[src/rtl/sqrt_seq_param.sv]
// Sequential digit-by-digit integer square root: one root bit per enabled cycle,
// optional round-to-nearest with saturation, remainder and exact flags.
//
// Handshakes: a transfer happens on a rising edge where enable=1 and both valid
// and ready are high. in_ready is high only in IDLE. out_valid is high only in
// DONE and its payload (dout/rem/exact/sat) is stable until out_ready is taken.
module sqrt_seq_param #(
    parameter int DIN_W = 32,
    parameter int RT_W  = DIN_W / 2
) (
    input  logic             clk,
    input  logic             reset,
    input  logic             enable,
    input  logic [DIN_W-1:0] din,
    input  logic             in_valid,
    output logic             in_ready,
    input  logic             round_en,
    output logic [RT_W-1:0]  dout,
    output logic [RT_W:0]    rem,
    output logic             exact,
    output logic             sat,
    output logic             out_valid,
    input  logic             out_ready,
    output logic [1:0]       cstate
);

    localparam int CNT_W = (RT_W > 1) ? $clog2(RT_W) : 1;
    localparam logic [CNT_W-1:0] CNT_MAX = CNT_W'(RT_W - 1);

    typedef enum logic [1:0] {
        IDLE = 2'd0,
        CALC = 2'd1,
        DONE = 2'd2
    } state_t;

    state_t            state, state_n;
    logic [DIN_W-1:0]  operand, operand_n;
    logic [RT_W+1:0]   r, r_n;
    logic [RT_W-1:0]   root, root_n;
    logic [CNT_W-1:0]  cnt, cnt_n;
    logic              rnd, rnd_n;
    logic [RT_W-1:0]   dout_q, dout_n;
    logic [RT_W:0]     rem_q, rem_n;
    logic              exact_q, exact_n;
    logic              sat_q, sat_n;

    // One iteration of the restoring square-root recurrence.
    logic [RT_W+1:0]   r_sh, trial, r_step;
    logic [RT_W-1:0]   root_step;
    logic              ge;

    // Step datapath, next-state and output-register updates.
    always_comb begin
        state_n   = state;
        operand_n = operand;
        r_n       = r;
        root_n    = root;
        cnt_n     = cnt;
        rnd_n     = rnd;
        dout_n    = dout_q;
        rem_n     = rem_q;
        exact_n   = exact_q;
        sat_n     = sat_q;

        r_sh      = (r << 2) | {{RT_W{1'b0}}, operand[DIN_W-1:DIN_W-2]};
        trial     = {root, 2'b01};
        ge        = (r_sh >= trial);
        r_step    = ge ? (r_sh - trial) : r_sh;
        root_step = (root << 1) | {{(RT_W-1){1'b0}}, ge};

        case (state)
            IDLE: begin
                if (in_valid) begin
                    operand_n = din;
                    rnd_n     = round_en;
                    r_n       = '0;
                    root_n    = '0;
                    cnt_n     = CNT_MAX;
                    state_n   = CALC;
                end
            end
            CALC: begin
                operand_n = operand << 2;
                r_n       = r_step;
                root_n    = root_step;
                if (cnt == '0) begin
                    state_n = DONE;
                    rem_n   = r_step[RT_W:0];
                    exact_n = (r_step == '0);
                    sat_n   = 1'b0;
                    dout_n  = root_step;
                    // Round up when the remainder exceeds the root, i.e. din > (root+0.5)^2.
                    if (rnd && (r_step > {2'b00, root_step})) begin
                        if (&root_step) begin
                            dout_n = '1;
                            sat_n  = 1'b1;
                        end else begin
                            dout_n = root_step + 1'b1;
                        end
                    end
                end else begin
                    cnt_n = cnt - 1'b1;
                end
            end
            DONE: begin
                if (out_ready) begin
                    state_n = IDLE;
                end
            end
            default: state_n = IDLE;
        endcase
    end

    // All state advances only on enabled edges; reset overrides enable.
    always_ff @(posedge clk) begin
        if (reset) begin
            state   <= IDLE;
            operand <= '0;
            r       <= '0;
            root    <= '0;
            cnt     <= '0;
            rnd     <= 1'b0;
            dout_q  <= '0;
            rem_q   <= '0;
            exact_q <= 1'b0;
            sat_q   <= 1'b0;
        end else if (enable) begin
            state   <= state_n;
            operand <= operand_n;
            r       <= r_n;
            root    <= root_n;
            cnt     <= cnt_n;
            rnd     <= rnd_n;
            dout_q  <= dout_n;
            rem_q   <= rem_n;
            exact_q <= exact_n;
            sat_q   <= sat_n;
        end
    end

    assign in_ready  = (state == IDLE);
    assign out_valid = (state == DONE);
    assign dout      = dout_q;
    assign rem       = rem_q;
    assign exact     = exact_q;
    assign sat       = sat_q;
    assign cstate    = state;

endmodule

[config.mk]
export PLATFORM = sky130hd
export DESIGN_NAME = sqrt_seq_param
export DESIGN_NICKNAME = d
export VERILOG_FILES = /design/src/rtl/sqrt_seq_param.sv
export SDC_FILE = /design/constraint.sdc
export NUM_CORES = 1
export LEC_CHECK = 0
export BUFFER_PORTS_ARGS = -buffer_cell sky130_fd_sc_hd__buf_4
export CORE_MARGIN = 3
export CORE_UTILIZATION = 55
export CTS_CLUSTER_SIZE = 14
export DETAILED_ROUTE_END_ITERATION = 10
export PLACE_DENSITY = 0.76
export SYNTH_ARGS = -nofsm -noshare
export SYNTH_HDL_FRONTEND = slang
export SYNTH_SLANG_ARGS = --single-unit
[constraint.sdc]
create_clock -name clk -period 5.93 [get_ports clk]
set_input_delay 0.8895 -clock clk [delete_from_list [all_inputs] [get_ports clk]]
set_output_delay 0.8895 -clock clk [all_outputs]
set_load 0.02 [all_outputs]
# After elaboration in Yosys (flattened, before gate mapping)

Cells that the tools add are included.

Bits in registers: 106
Output and inout bits: 39

Multiplexer cells: 18
$lt $le $gt $ge: 2
$add $sub $neg: 3
Equal/unequal tests: 6
Reduce and logical (&&, ||, !) cells: 11
Bitwise gates (word level): 2

Operators with widths:

| operator                                                               | number |
|---|---|
| 16-bit two-way mux                                                     | 4 |
| 16-bit one-hot mux with 2 select lines                                 | 2 |
| 32-bit one-hot mux with 2 select lines                                 | 1 |
| 32-bit two-way mux                                                     | 1 |
| 18-bit >= comparator                                                   | 1 |
| 18-bit by 16-bit greater-than comparator with 1-bit output             | 1 |
| 18-bit zero test                                                       | 1 |
| 18-bit two-way mux                                                     | 1 |
| 18-bit by 2-bit OR with 18-bit output                                  | 1 |
| 18-bit subtractor                                                      | 1 |
| 16-bit by 1-bit adder with 16-bit output (second input constant)       | 1 |
| 16-bit by 1-bit OR with 16-bit output                                  | 1 |
| 16-bit AND reduction                                                   | 1 |
| 3-bit AND reduction                                                    | 3 |
| 4-bit two-way mux                                                      | 2 |
| 4-bit one-hot mux with 2 select lines                                  | 1 |
| 4-bit AND reduction                                                    | 2 |
| 2-bit two-way mux                                                      | 3 |
| 2-bit != test (second input constant)                                  | 3 |
| 2-bit one-hot mux with 3 select lines                                  | 1 |
| 4-bit zero test                                                        | 1 |
| 4-bit by 1-bit subtractor with 4-bit output (second input constant)    | 1 |
| 2-bit by 1-bit equality test with 1-bit output (second input constant) | 1 |
| 2-bit equality test (second input constant)                            | 1 |
| other kinds (5)                                                        | 6 |

# Logic depth before layout (Yosys ltp)

Depth after elaboration: 6
Mapped depth: 24

# Worst setup path before layout

No wires, ideal clock.

Path kind: register -> register
From: register root[3]
To: register dout_q[15], in the netlist dout[15]
Data arrival time: 4512 ps
Setup time: 74 ps
Cell stages (with the launch flop): 24
Buffers on the path: 4
Setup slack: 1344 ps
Cells stage by stage: dfxtp_1 > inv_1 > ha_1 > a21o_1 > a31oi_1 > a211oi_4 > o21a_2 > nor2_2 > buf_6 > clkinv_2 > buf_6 > clkbuf_1 > nand2_1 > nand2_1 > ha_1 > nand4_1 > nor4_1 > nand2b_1 > o211a_1 > a32oi_2 > buf_4 > a21oi_4 > a31o_1 > a31oi_2

Word-level cells in the longest chain between the ends: 5
Elaborated cells on any way between the ends: 10

RTL lines:

| what                                                         | RTL line | RTL |
|---|---|---|
| start, declared                                              | 39       | `logic [RT_W-1:0] root, root_n;` |
| start signal, assigned                                       | 131      | `root <= root_n;` |
| 18-bit subtractor or 18-bit >= comparator (tied branches)    | 68, 67   |  |
| 18-bit two-way mux *                                         | 68       | `r_step = ge ? (r_sh - trial) : r_sh;` |
| net r_step[8]                                                | 48       | `logic [RT_W+1:0] r_sh, trial, r_step;` |
| 18-bit by 16-bit greater-than comparator with 1-bit output * | 93       | `if (rnd && (r_step > {2'b00, root_step})) begin` |
| 1-bit logical AND *                                          | 93       |  |
| 16-bit two-way mux *                                         | 93       |  |
| end signal, assigned                                         | 134      | `dout_q <= dout_n;` |
| end, declared                                                | 42       | `logic [RT_W-1:0] dout_q, dout_n;` |

The timed path passes the listed nets; every way through them passes the cells marked *.
A chain may end at the register's enable or synchronous reset.

# Worst setup path in the final report

From: register root[7]
To: register dout_q[10], in the netlist dout[10]

The elaborated chain is that of the path after synthesis.

==> reports/results.tsv <==
metric	value	unit
Rows	38	
Synth Warn #	0	
cell with the most instances after synthesis	nor2_1	
WP data required	6.17	ns
PwrDens	694.8	nW/um2
Hold Vio Cnt, Final	0	
vias in the first global route	5320	
RSZ-0062 raised after global routing	no	
Worst Slack Setup Final	0.7235	ns
final setup violation count	0	
ys async rst share	0	
# IOs	77	
clock root buffer	clkbuf_8	
Synth Instances	737	
reg2reg setup slack	0.72	ns
Synth cell types	77	
fin crit period	5.206	ns
max cap viols	0	
maximum fanout along the worst path	12	
Residual DRC	0	
H-tree lvl count	3	
Mapped Avg Cell Area	8.371	um2
top post-synthesis cells by area	dfxtp_1, nor2_1, ha_1, mux2i_1, a211oi_1	
layout cell share with drive strength beyond 1	0.1706	
Clock Path Buffers	2	
Synth Register Bits	106	
CP startpoint kind	register	
initial antenna violation count	0	
post-CTS setup buffers	0	
DIE HEIGHT	111.9	um
worst path arrival time	5.44	ns
WL final	17.27	mm
CTS tree	built	
crit share post-route	0.8780	
Hold-fix buffers, CTS	0	
Seq/Total Area, Yosys	0.3439	
largest net degree at the start of global routing	99	
GP Congestion	0.9559	
Synth Area in Compound Gates	0.2393	
main combinational cell family by area after synthesis	compound AO/OA/AOI/OAI gates	
top-area cell type share of the netlist area	0.3439	
mux contribution to synthesized area	0.05942	
vias per cell	6.080	
critical path's slowest cell	dfxtp_1	
Synth Area in XOR/XNOR	0.03529	
Final TNS setup	0	ns
Resize count post-CTS	0	
grt total ovfl	0	
die area	12530	um2
first-pass GRT wire length	27.83	mm
peak supply drop	455.0	uV
number of flops mapped to enable cells by yosys	0	
Highest Clock Rate	0.1921	GHz
Clock Skew	0.01474	ns
area grow syn2layout	13.63	%
Iter 0 DRT Violations	629	
Cell Chain, Critical Path	inv_1 > ha_1 > nand4_1 > or2_4 > a211oi_4 > o21a_2 > nor2_2 > clkinv_2 > buf_4 > mux2_2 > ha_1 > nand4_1 > nor4_1 > nand2b_1 > o211a_1 > a32oi_2 > and2_4 > o21a_2 > o311ai_1	
Worst-path clk slew	0.10	ns
Syn Std Cell Area	6170	um2
Hold WC Path Type	reg -> reg	
status	finished, final reports clean	
adder-cell area share of the yosys netlist	0.07301	
post-DR wirelength/cell	18.44	um
TritonRoute pass-1 iters	5	
DR vias	5697	
hpwl dp	12.62	mm
critical path type	reg -> reg	
net count reported at finish	867	
syn_nets	811	
Placeable Area	10890	um2
synth cell count leaders	nor2_1, dfxtp_1, nand2_1, a211oi_1, clkbuf_1	
post-synthesis simple-gate area fraction	0.1989	
# port buffers	76	
worst-margin pin slew	1.044	ns
dpl ws	0.8215	ns
# diodes	0	
P_leak	2.858	nW
Post-synth top flop	dfxtp_1	
Slew HR	0.3038	
chip width	111.9	um
post-synth top area cell	dfxtp_1	
Clock Latency Late Sink	0.39	ns
Slew Limit Fails	0	
All-Layer GR Usage	0.2773	
# clock sinks	106	
max incr delay on CP	0.51	ns
clock buffer count from CTS	9	
DRT antenna net count	0	
Critical Path Sink Type	register	
Initial Utilization	0.5667	
-- power breakdown --
group          internal (W)  switching, W  total, W
sequential         0.000785     0.0000662  0.000851
combinational       0.00137       0.00221   0.00359
clock              0.000168      0.000266  0.000434
-- path summary, 6_finish.rpt --
kind | cells after the start | endpoint | startpoint
hold / removal | 2 | rem[0] | rem[0]
hold reg to reg | 2 | rem[0] | rem[0]
setup / recovery | 19 | dout[10] | root[7]
setup reg to reg | 19 | dout[10] | root[7]
-- sequential cells by signal, summed over array words and instances (netlist names) --
signal,cells
rnd,1
cnt,4
sat,1
operand,32
root,16
exact,1
rem,17
r,16
dout,16
cstate,2
-- critical path: cells and delay by family (launching register included) --
| family | cells | cell delay, ns |
|---|---|---|
| mux | 1 | 0.41 |
| flops | 1 | 0.51 |
| compound gates | 6 | 1.45 |
| fa+ha+maj | 2 | 0.74 |
| simple gates | 7 | 1.41 |
| buf+inv | 3 | 0.51 |
-- cells by family after synthesis --
| group | count (synthesis) |
|---|---|
| buffers and inverters | 73 |
| xor gates and xnor gates | 24 |
| adders and majority gates | 36 |
| and+or+nand+nor | 268 |
| AOI/OAI and AO/OA | 194 |
| muxes | 36 |
| DFF | 106 |
-- cell usage in the layout (no fill, tap or decap), types with 6 or more instances in the layout --
master	netlist	final
a211oi_1	40	40
nand2_1	54	54
nand4_1	9	9
nand2b_1	11	10
nand3_1	11	11
mux2i_1	31	31
dfxtp_1	106	106
nor4_1	8	8
xor2_1	6	6
nor3_1	26	25
o21ai_0	19	19
clkbuf_8	0	10
a22oi_1	32	32
a21o_1	6	6
buf_4	1	87
a21oi_1	34	34
inv_1	28	28
ha_1	36	36
nor2_1	122	121
xnor2_1	17	17
-- metrics by stage --
step / power [W] / cell area [um2] / instances / util / hold slack [ns]
finish: 0.004871 / 7010 / 937 / 0.6439 / 0.4603
global route: 0.005250 / 7010 / 937 / 0.6439 / 0.4879
CTS: 0.004798 / 7010 / 937 / 0.6439 / 0.4639
detailed placement: 0.004342 / 6833 / 922 / 0.6276 / 0.4492
global placement: 0.004306 / 6833 / 922 / 0.6276 / 0.4421
floorplan: 0.003452 / 6170 / 737 / - / 0.4494
-- routing by layer --
layer	track usage	part of all wire	vias up
met5	0	0	-
met1	0.3797	0.45	2676
met2	0.4193	0.45	199
met4	0.1062	0.030	0
li1	-	-	2784
met3	0.07228	0.071	38
-- area by class of cell --
class,count,area [um2]
Clock inverter,4,36.28
Sequential cell,106,2122
Inverter,30,113.9
Tap cell,140,175.2
Multi-Input combinational cell,558,3749
Timing Repair Buffer,88,673.1
Clock buffer,11,141.4
Fill cell,916,3877
Note: power is estimated with default switching activity, not from simulation.
